===== src/rtl/drac_pkg.sv =====
// Shared core types: LSQ interface, memory instruction encodings and the
// LSQ-to-dcache issuer state machine.
package drac_pkg;

  typedef logic [63:0] reg64_t;
  typedef logic [39:0] regPC_t;
  typedef logic [4:0]  reg_t;

  localparam int unsigned MEM_SIZE_W = 4;
  typedef logic [MEM_SIZE_W-1:0] mem_size_t;

  typedef enum logic [3:0] {
    LD, LW, LWU, LH, LHU, LB, LBU,
    SD, SW, SH, SB
  } instr_type_t;

  typedef struct packed {
    logic        valid;
    regPC_t      pc;
    instr_type_t instr_type;
    reg64_t      addr;
    reg64_t      data;
    mem_size_t   mem_size;
    reg_t        rd;
  } lsq_interface_t;

  typedef enum logic [2:0] {
    IDLE, POP, ISSUE, WAIT_RSP, WB, DRAIN
  } lsq_issuer_state_t;

  // Entry held between the LSQ pop and retirement; data doubles as load result
  typedef struct packed {
    reg64_t      addr;
    reg64_t      data;
    instr_type_t instr_type;
    mem_size_t   mem_size;
    reg_t        rd;
  } lsq_issuer_hold_t;

  function automatic logic is_store(input instr_type_t t);
    return (t == SD) || (t == SW) || (t == SH) || (t == SB);
  endfunction

endpackage


===== src/rtl/lsq_mem_issuer.sv =====
// Pops the LSQ head and issues it to the dcache, one memory operation in
// flight; load results are returned through the writeback port.
module lsq_mem_issuer
  import drac_pkg::*;
#(
  parameter int unsigned RSP_TIMEOUT = 64
) (
  input  logic                  clk_i,
  input  logic                  rstn_i,
  input  logic                  flush_i,
  input  logic                  lsq_empty_i,
  input  lsq_interface_t        lsq_instr_i,
  output logic                  read_head_o,
  output logic                  dc_req_valid_o,
  input  logic                  dc_req_ready_i,
  output logic [63:0]           dc_req_addr_o,
  output logic [63:0]           dc_req_data_o,
  output logic                  dc_req_we_o,
  output logic [MEM_SIZE_W-1:0] dc_req_size_o,
  input  logic                  dc_rsp_valid_i,
  input  logic [63:0]           dc_rsp_data_i,
  output logic                  wb_valid_o,
  output logic [4:0]            wb_rd_o,
  output logic [63:0]           wb_data_o,
  output logic                  busy_o,
  output logic                  timeout_o
);

  localparam logic [7:0] CNT_LAST = 8'(RSP_TIMEOUT - 1);

  lsq_issuer_state_t state_reg, state_next;
  lsq_issuer_hold_t  hold_reg, hold_next;
  logic [7:0]        cnt_reg, cnt_next;
  logic              timeout_reg, timeout_next;
  logic              read_head, req_valid, wb_valid;

  logic unused_pc;
  assign unused_pc = ^lsq_instr_i.pc;

  always_ff @(posedge clk_i or negedge rstn_i) begin
    if (!rstn_i) begin
      state_reg   <= IDLE;
      hold_reg    <= '0;
      cnt_reg     <= '0;
      timeout_reg <= 1'b0;
    end else begin
      state_reg   <= state_next;
      hold_reg    <= hold_next;
      cnt_reg     <= cnt_next;
      timeout_reg <= timeout_next;
    end
  end

  always_comb begin
    state_next   = state_reg;
    hold_next    = hold_reg;
    cnt_next     = cnt_reg;
    timeout_next = timeout_reg;
    read_head    = 1'b0;
    req_valid    = 1'b0;
    wb_valid     = 1'b0;
    case (state_reg)
      IDLE: begin
        if (!lsq_empty_i && !flush_i) begin
          read_head  = 1'b1;
          state_next = POP;
        end
      end
      POP: begin
        if (!flush_i && lsq_instr_i.valid) begin
          hold_next.addr       = lsq_instr_i.addr;
          hold_next.data       = lsq_instr_i.data;
          hold_next.instr_type = lsq_instr_i.instr_type;
          hold_next.mem_size   = lsq_instr_i.mem_size;
          hold_next.rd         = lsq_instr_i.rd;
          state_next           = ISSUE;
        end else begin
          state_next = IDLE;
        end
      end
      ISSUE: begin
        if (flush_i) begin
          state_next = IDLE;
        end else begin
          req_valid = 1'b1;
          if (dc_req_ready_i) begin
            if (is_store(hold_reg.instr_type)) begin
              state_next = IDLE;
            end else begin
              state_next = WAIT_RSP;
              cnt_next   = '0;
            end
          end
        end
      end
      WAIT_RSP: begin
        if (cnt_reg != 8'hFF) cnt_next = cnt_reg + 8'd1;
        // A response coinciding with flush is consumed here, so nothing is left to drain
        if (flush_i) begin
          state_next = dc_rsp_valid_i ? IDLE : DRAIN;
        end else if (dc_rsp_valid_i) begin
          hold_next.data = dc_rsp_data_i;
          state_next     = WB;
        end else if (cnt_reg == CNT_LAST) begin
          timeout_next = 1'b1;
          state_next   = DRAIN;
        end
      end
      WB: begin
        wb_valid   = !flush_i;
        state_next = IDLE;
      end
      DRAIN: begin
        if (dc_rsp_valid_i) state_next = IDLE;
      end
      default: state_next = IDLE;
    endcase
  end

  // The pop strobe is combinational, so it is also gated by reset itself
  assign read_head_o    = read_head & rstn_i;
  assign dc_req_valid_o = req_valid;
  assign dc_req_addr_o  = hold_reg.addr;
  assign dc_req_data_o  = hold_reg.data;
  assign dc_req_we_o    = is_store(hold_reg.instr_type);
  assign dc_req_size_o  = hold_reg.mem_size;
  assign wb_valid_o     = wb_valid;
  assign wb_rd_o        = hold_reg.rd;
  assign wb_data_o      = hold_reg.data;
  assign busy_o         = (state_reg != IDLE);
  assign timeout_o      = timeout_reg;

endmodule


===== config.mk =====
export PLATFORM = sky130hd
export DESIGN_NAME = lsq_mem_issuer
export DESIGN_NICKNAME = d
export VERILOG_FILES = /design/src/rtl/drac_pkg.sv /design/src/rtl/lsq_mem_issuer.sv
export SDC_FILE = /design/constraint.sdc
export NUM_CORES = 1
export LEC_CHECK = 0
export ABC_CLOCK_PERIOD_IN_PS = 1650
export CORE_AREA = 2 2 180 182
export DETAILED_ROUTE_END_ITERATION = 10
export DIE_AREA = 0 0 182 184
export MAX_ROUTING_LAYER = met4
export PLACE_DENSITY = 0.65
export SLEW_MARGIN = 20
export SYNTH_ARGS = -nofsm -noshare
export SYNTH_HDL_FRONTEND = slang
export SYNTH_SLANG_ARGS = --single-unit

===== constraint.sdc =====
create_clock -name clk_i -period 1.65 [get_ports clk_i]
set_input_delay 0.33 -clock clk_i [delete_from_list [all_inputs] [get_ports clk_i]]
set_output_delay 0.33 -clock clk_i [all_outputs]
set_load 0.005 [all_outputs]

==> flow_summary.toml <==
[clocking]
clkTransAtPathRegs_ns = 0.07
htree_levels = 4
ctsHoldBuffers = 0
worstSkewPairLatency_ns = 0.43
cts_tree = "yes"
cts.sinks = 153
numCtsBuffers = 17
cts_root_buffer = "clkbuf_16"
clk_path_buf_depth = 2

[route]
drtIter0Drc = 197
drt-pass1-iter-count = 4
drtAntennaViolNets = 0
wl_per_cell_um = 18.1
routed_wl_um = 29100
num_vias = 7169
post-route-drc-count = 0
viasPerCell = 4.47

[place]
dpl_cell_area_um2 = 11800
dp_hpwl_um = 18500
dpl_worst_slack_ns = -0.603
gp_congestion = 0.848
portBuffers = 418

[logic_synthesis]
ys_ff_latch = 153
synth_edf_count = 0
netlist_instances = 807
synth_cell_type_count = 43
avgSynthCellArea_um2 = 10.1
synth-warning-count = 0
syn_nets = 1060
yosysSeqAreaShare_pct = 47.1
yosys_most_used_dff = "dfrtp_1"
async_flop_share_pct = 100
synth_area_um2 = 8130

[run_status]
outcome = "finished, violations left"
violations = "negative setup slack"

[floorplan]
fp.dieH_um = 184
core_um2 = 31400
num_rows = 65
dieArea_um2 = 33500
die_x_um = 182
num_io_pins = 459
floorplan.initialDensity_pct = 25.9

[sta]
hold_ws_ns = 0.000623
rsz0062_at_grt = "true"
relSlewSlack_pct = 36.6
timing.final.crit_period_ns = 1.98
final-hold-violation-count = 0
worst_pin_slew_ns = 0.951
finalSetupViolCount = 156
fin_crit_sh_pct = 120
skew_ns = 0.00886
setup_slack_ns = -0.335
fmax_mhz = 504
slew_violations = 0

[critical_path]
required_ns = 1.32
cp-start-kind = "flip-flop"
cp-endpoint = "dc_req_valid_o"
startpoint = "state_reg[2]$_DFFE_PN0P_"
reg2reg_depth = 8
cp_max_fo = 2
critical_path_class = "reg2out"
arrival_ns = 1.65
r2r_slack_ns = -0.32
worstSetupEndpointType = "output port"
r2r_end = "cnt_reg[3]$_DFFE_PN0P_"
worstReg2RegStart = "state_reg[2]$_DFFE_PN0P_"

[final_layout]
final_nets = 1443
syn_to_final_growth_pct = 77.6
layout_common_cells = "clkdlybuf4s50_1, dlygate4sd2_1, dfrtp_1"
stdcell_area_um2 = 14400
diodes = 0
post-route-util_pct = 46.0
final_common_cell = "clkdlybuf4s50_1"
drive_gt1_share_pct = 32.4

[min_path]
hold_path.class = "in2async"

[power_and_ir_drop]
leakage_uw = 0.00669
vdd_drop_max_mv = 0.731
power_density_nw_per_um2 = 1270
power_uw = 18400

[grt]
grt_pass1_wl_um = 41400
grt_overflow = 0
track_usage_pct = 16.7
antenna_found_initial = 0
grt_max_degree = 82
grt_pass1_vias = 7263

[flow_run]
cap_violations = 0
## power by group
group / internal, uW / switching, uW
clock: 2430 / 1690
sequential: 5170 / 918
combinational: 5340 / 2830
## synth_stat cells (2+ instances only)
cell type | instances | area [um2]
a211o_1 | 4 | 35.0
a31oi_1 | 64 | 400
and2_1 | 2 | 12.5
and3_1 | 3 | 18.8
buf_2 | 22 | 110
buf_4 | 203 | 1520
clkbuf_1 | 22 | 82.6
dfrtp_1 | 153 | 3830
inv_1 | 3 | 11.3
mux2_2 | 78 | 878
mux2i_1 | 3 | 30.0
nand2_1 | 69 | 259
nand2b_1 | 5 | 31.3
nand3_1 | 66 | 330
nand4_1 | 3 | 18.8
nor2_1 | 69 | 259
nor2b_1 | 2 | 12.5
nor3_1 | 7 | 35.0
nor3b_1 | 2 | 15.0
o21ai_0 | 3 | 15.0
or3_1 | 2 | 12.5
## metal layers
metal | vias up | wire, um | global-route usage [%]
met2 | 302 | 15100 | 29.3
met4 | 0 | 742 | 5.42
met1 | 3507 | 11600 | 18.6
li1 | 3316 | - | -
met3 | 44 | 1640 | 4.30
met5 | - | 0 | -
## critical path, cell delays in order, from the launching register on
cell and delay (ns):
dfrtp_1 0.39, buf_6 0.12, or4b_4 0.56, clkinv_4 0.07
buf_6 0.09
## metrics by stage
step,setup TNS [ns],std cells
5_1_grt,-42.19,1604
3_5_place_dp,-70.08,1454
3_3_place_gp,-66.88,1454
4_1_cts,-32.80,1586
2_1_floorplan,-0.218,807
6_report,-31.45,1604
## what timing repair did
item,4_1_cts,5_1_grt
cloned,13,0
gates resized for setup,265,224
buffers inserted,89,34
setup endpoints to repair,330,206
pin swaps,4,5
## how the worst min path moves through the flow
stage | start | to | slack, ns | cells after the start
global placement | rstn_i | dc_req_addr_o[43]$_DFFE_PN0P_ | 0.49 | 3
CTS | rstn_i | dc_req_addr_o[36]$_DFFE_PN0P_ | 0.007 | 3
global route | rstn_i | dc_req_addr_o[36]$_DFFE_PN0P_ | 0.02 | 3
detailed placement | timeout_o$_DFFE_PN0P_ | timeout_o$_DFFE_PN0P_ | 0.48 | 1
floorplan | rstn_i | cnt_reg[0]$_DFFE_PN0P_ | 0.03 | 0
finish | rstn_i | dc_req_addr_o[39]$_DFFE_PN0P_ | 0.0006 | 3
## cell type report
class	count	area, um2
Sequential cell	153	3830
Timing Repair Buffer	612	6230
Clock inverter	13	169
Multi-Input combinational cell	402	3230
Fill cell	2889	17000
Inverter	4	20.0
Clock buffer	18	439
Tap cell	402	503
## kinds of logic (layout without fill, tap and decap cells)
family          Yosys count  after routing  share of synthesized area [%]
mux                      81             81                           11.2
compound gates           81             81                           6.65
flops                   153            153                           47.1
simple gates            239            239                           13.4
fa+ha+maj                 1              1                          0.154
buf+inv                 252            647                           21.5
(Power assumes the default switching activity.)
